===== config.mk =====
export PLATFORM = sky130hd
export DESIGN_NAME = rr_burst_arbiter
export DESIGN_NICKNAME = d
export VERILOG_FILES = /design/src/rtl/rr_burst_arbiter.sv
export SDC_FILE = /design/constraint.sdc
export NUM_CORES = 1
export LEC_CHECK = 0
export CAP_MARGIN = 10
export CELL_PAD_IN_SITES_DETAIL_PLACEMENT = 1
export CELL_PAD_IN_SITES_GLOBAL_PLACEMENT = 1
export CORE_MARGIN = 4
export CORE_UTILIZATION = 36
export DETAILED_ROUTE_END_ITERATION = 12
export PLACE_DENSITY_LB_ADDON = 0.1
export SYNTH_ARGS = -nofsm -noshare
export SYNTH_HDL_FRONTEND = slang
export SYNTH_SLANG_ARGS = --single-unit

===== constraint.sdc =====
create_clock -name clock_reset -period 6 [get_ports clock_reset]
set_clock_uncertainty 0.05 [all_clocks]
set_input_delay 0.9 -clock clock_reset [delete_from_list [all_inputs] [get_ports clock_reset]]
set_output_delay 0.9 -clock clock_reset [all_outputs]
set_load 0.05 [all_outputs]

===== src/rtl/rr_burst_arbiter.sv =====
// Round-robin burst arbiter: N valid/data/last streams share one registered sink.
// A grant is held until last, or force-released after MAX_BURST beats.
module rr_burst_arbiter #(
  parameter  int N         = 4,
  parameter  int DW        = 8,
  parameter  int MAX_BURST = 4,
  localparam int IDW       = (N > 1) ? $clog2(N) : 1
) (
  input  logic [1:0]      clock_reset,
  input  logic [N-1:0]    req_valid,
  input  logic [N*DW-1:0] req_data,
  input  logic [N-1:0]    req_last,
  output logic [N-1:0]    req_ready,
  output logic            out_valid,
  output logic [DW-1:0]   out_data,
  output logic            out_last,
  output logic [IDW-1:0]  out_id,
  input  logic            out_ready,
  output logic            overrun
);

  typedef enum logic {
    S_IDLE   = 1'b0,
    S_LOCKED = 1'b1
  } state_t;

  logic           w_clk;
  logic           w_rst;

  state_t         r_state;
  state_t         w_state_nxt;
  logic [IDW-1:0] r_ptr;
  logic [IDW-1:0] r_owner;
  logic [7:0]     r_beat_cnt;

  logic           r_out_valid;
  logic [DW-1:0]  r_out_data;
  logic           r_out_last;
  logic [IDW-1:0] r_out_id;
  logic           r_overrun;

  logic           w_sel_vld;
  logic [IDW-1:0] w_sel;
  logic           w_load_en;
  logic           w_go;
  logic           w_xfer;
  logic [DW-1:0]  w_sel_data;
  logic           w_sel_last;
  logic [8:0]     w_cnt_inc;
  logic           w_forced;
  logic           w_release;

  assign w_clk = clock_reset[0];
  assign w_rst = clock_reset[1];

  // State register
  always_ff @(posedge w_clk) begin
    if (w_rst) begin
      r_state <= S_IDLE;
    end else begin
      r_state <= w_state_nxt;
    end
  end

  // Next-state logic
  always_comb begin
    w_state_nxt = r_state;
    unique case (r_state)
      S_IDLE: begin
        if (w_xfer && !w_release) begin
          w_state_nxt = S_LOCKED;
        end
      end
      S_LOCKED: begin
        if (w_xfer && w_release) begin
          w_state_nxt = S_IDLE;
        end
      end
      default: w_state_nxt = S_IDLE;
    endcase
  end

  // Selection: owner while locked, else rotate from the slot after ptr
  always_comb begin
    logic [IDW-1:0] v_idx;
    v_idx     = '0;
    w_sel     = '0;
    w_sel_vld = 1'b0;
    unique case (r_state)
      S_LOCKED: begin
        w_sel     = r_owner;
        w_sel_vld = 1'b1;
      end
      default: begin
        for (int i = 1; i <= N; i++) begin
          v_idx = IDW'((int'(r_ptr) + i) % N);
          if (!w_sel_vld && req_valid[v_idx]) begin
            w_sel     = v_idx;
            w_sel_vld = 1'b1;
          end
        end
      end
    endcase
  end

  assign w_load_en = !r_out_valid || out_ready;
  assign w_go      = w_load_en && !w_rst && w_sel_vld;

  always_comb begin
    req_ready = '0;
    for (int k = 0; k < N; k++) begin
      if (w_go && (w_sel == IDW'(k))) begin
        req_ready[k] = 1'b1;
      end
    end
  end

  assign w_xfer     = w_go && req_valid[w_sel];
  assign w_sel_data = req_data[int'(w_sel)*DW +: DW];
  assign w_sel_last = req_last[w_sel];
  assign w_cnt_inc  = {1'b0, r_beat_cnt} + 9'd1;
  assign w_forced   = (w_cnt_inc == 9'(MAX_BURST)) && !w_sel_last;
  assign w_release  = w_sel_last || w_forced;

  // Grant bookkeeping; ptr takes the just-served id so it drops to lowest priority
  always_ff @(posedge w_clk) begin
    if (w_rst) begin
      r_ptr      <= IDW'(N - 1);
      r_owner    <= '0;
      r_beat_cnt <= '0;
    end else if (w_xfer) begin
      if (w_release) begin
        r_ptr      <= w_sel;
        r_beat_cnt <= '0;
      end else begin
        r_owner    <= w_sel;
        r_beat_cnt <= w_cnt_inc[7:0];
      end
    end
  end

  // Output register
  always_ff @(posedge w_clk) begin
    if (w_rst) begin
      r_out_valid <= 1'b0;
      r_out_data  <= '0;
      r_out_last  <= 1'b0;
      r_out_id    <= '0;
      r_overrun   <= 1'b0;
    end else begin
      r_overrun <= w_xfer && w_forced;
      if (w_load_en) begin
        r_out_valid <= w_xfer;
        if (w_xfer) begin
          r_out_data <= w_sel_data;
          r_out_last <= w_release;
          r_out_id   <= w_sel;
        end
      end
    end
  end

  assign out_valid = r_out_valid;
  assign out_data  = r_out_data;
  assign out_last  = r_out_last;
  assign out_id    = r_out_id;
  assign overrun   = r_overrun;

endmodule

==> flow_summary_export.csv <==
group,metric,value,unit
status,status,"finished clean",
placement,gp_congestion,0.800,
sta,rsz0062_at_grt,"false",
global_routing,antenna_found_initial,0,
setup_path,worst_ep_arrival_time,4.81,ns
global_routing,grt_max_degree,17,
floorplanning,core,0.00450,mm^2
pwr,swShare,0.451,
setup_path,crit_type,"clock port to output pin",
clock_tree,post_cts_buffers,0,
clock_tree,cts_tree,"done",
pwr,max-vdd-ir-drop,0.000299,V
setup_path,cp_max_fo,7,
yosys,synth-edff-count,0,
worst_hold_path,hold_path_class,"clock port to flop",
sta,tightestPinTransition,0.911,ns
drt,dr.pass1.iters,5,
global_routing,grt_usage,0.297,
sta,hold_viol,0,
finish,final_layout_size_suffix_gt1_frac,0.183,
pwr,p_comb_frac,0.275,
floorplanning,core.rowCount,24,
drt,vias,2085,
yosys,synth_flop_cell,"dfxtp_1",
yosys,synth_area,0.00173,mm^2
pwr,switchingPower,950,uW
pwr,pwr-share-seq,0.141,
finish,regArea,520,um^2
global_routing,grt-ovfl-total,0,
finish,fin_nets,315,
yosys,syn-num-nets,238,
placement,dpl.cell_count,290,
yosys,synth.most_common_cell,"dfxtp_1",
drt,ant_nets,0,
yosys,syn_avg_cell_area,8.93,um^2
drt,wire_per_inst,24.6,um
global_routing,grt_pass1_vias,2982,
yosys,synthArstFlopShare,0,
sta,final-setup-viol-count,0,
pwr,p_clk_frac,0.584,
drt,viasPerCell,6.32,
drt,drt-total-wl,8.11,mm
setup_path,end_kind,"output pin",
finish,num_antenna_cells,0,
yosys,ys_top_cells_by_area,"dfxtp_1, mux2i_1, mux4_2",
yosys,yosys-top-cells-count,"dfxtp_1, nor2_1, mux2i_1",
finish,area.growth.synth_to_final,64.5,%
sta,slew_headroom,0.391,
global_routing,grt_first_pass_wirelength,14.2,mm
yosys,ys_seq_area_frac,0.300,
yosys,yosysWarningCount,0,
floorplanning,initial_utilization,0.385,
pwr,intPower,1150,uW
sta,tns,0,ns
yosys,synth_top_area_share,0.300,
placement,portBuffers,58,
finish,stdcell_count,330,
floorplanning,dieWidth,77.4,um
yosys,yosys.area.top_type,"dfxtp_1",
yosys,synthesis.instances,194,
drt,drc,0,
pwr,p_per_area,738,mW/mm^2
finish,multiInputGateArea,0.00112,mm^2
floorplanning,io_pins,60,
yosys,ys_seq_elements,26,
floorplanning,die_h,77.4,um
yosys,yosysUniqueCellTypes,45,
job,drv_cap,0,
drt,drt_iter0_drc,204,
setup_path,timing.critical_path.from_type,"clock port",
clock_tree,clock_latency,0.28,ns
pwr,leakage,0.00116,uW
sta,final_max_slew_viol_count,0,
setup_path,required,5.05,ns
placement,place_hpwl,4.14,mm
clock_tree,clk_pin_slew_worst_paths,0.10,ns
floorplanning,die_area,0.00599,mm^2
finish,fillers,511,
cell usage in the layout (no fill, tap or decap), types with 3 or more instances in the layout:
cell type	instances
nor2_1	21
nand3b_1	5
mux4_2	8
inv_1	5
nor4_1	3
dlygate4sd2_1	4
and2_1	3
nand2_1	11
a21oi_1	13
clkdlybuf4s50_1	54
nand2b_1	13
dfxtp_1	26
nor2b_1	6
clkbuf_8	30
nor3_1	5
mux2i_1	18
o21ai_0	5
clkbuf_1	3
o21ai_1	3
cells by family after synthesis:
logic type      Yosys count  share of synthesized area
compound gates           43                      0.187
flops                    26                      0.300
simple gates             79                      0.247
buf+inv                  19                     0.0505
fa+ha+maj                 1                    0.00722
mux                      26                      0.208
worst paths after layout:
kind                  startpoint      endpoint  slack [ns]  cells after the start
setup / recovery  clock_reset[1]  req_ready[3]        0.24                      9
hold / removal    clock_reset[1]     out_valid        0.02                      3
setup reg to reg        r_ptr[1]    r_owner[0]        2.13                     11
hold reg to reg      out_data[5]   out_data[5]        0.46                      2
final cells by class:
type                    instances  share of cell area
flip-flops and latches         26               0.183
inverters                       3             0.00395
multi-input cells             149               0.394
clock buffers                  38               0.170
well taps                      52              0.0228
repair buffers                 55               0.192
clock inverters                 7              0.0342
worst max-delay path: stages:
cell and delay (ns):
clkbuf_8 0.13, clkbuf_8 0.16, nor2b_1 0.20, clkbuf_8 0.17, clkbuf_8 0.13, clkbuf_8 0.11, inv_1 0.04, nor3_1 0.29
dlygate4sd2_1 0.60
metrics by stage:
step	setup WS, ns	util	hold WS [ns]	total power (uW)	instance area, um^2
3_5_place_dp	0.647	0.514	0.0191	1190	2310
4_1_cts	0.185	0.633	0.0346	2140	2850
2_1_floorplan	0.484	-	0.322	1060	1730
6_report	0.235	0.633	0.0217	2100	2850
3_3_place_gp	0.648	0.514	0.0191	1180	2310
5_1_grt	0.172	0.633	0.0178	2280	2850
state kept, by name, summed over array words and instances, names as in the netlist, named ones only:
register	count
overrun	1
r_beat_cnt	8
out_last	1
r_owner	2
out_id	2
out_valid	1
out_data	8
r_ptr	2
per-layer routing:
| layer | GRT usage | vias up | part of all wire |
|---|---|---|---|
| met1 | 0.265 | 988 | 0.33 |
| met3 | 0.218 | 56 | 0.10 |
| met4 | 0.423 | 0 | 0.068 |
| met5 | 0 | - | 0 |
| li1 | - | 869 | - |
| met2 | 0.364 | 172 | 0.50 |
power by group through the flow:
| stage | Combinational (uW) | Sequential, uW | Clock, uW |
|---|---|---|---|
| after global routing | 640 | 311 | 1330 |
| after global placement | 535 | 288 | 355 |
| after CTS | 575 | 295 | 1270 |
| after floorplan | 287 | 384 | 387 |
| final | 579 | 297 | 1230 |
| after detailed placement | 545 | 291 | 355 |
what timing repair did:
item	CTS	global route
resized for setup	4	0
setup endpoints to repair	4	0
hold buffers	0	0
No activity file was read; power rests on OpenSTA's default activity.
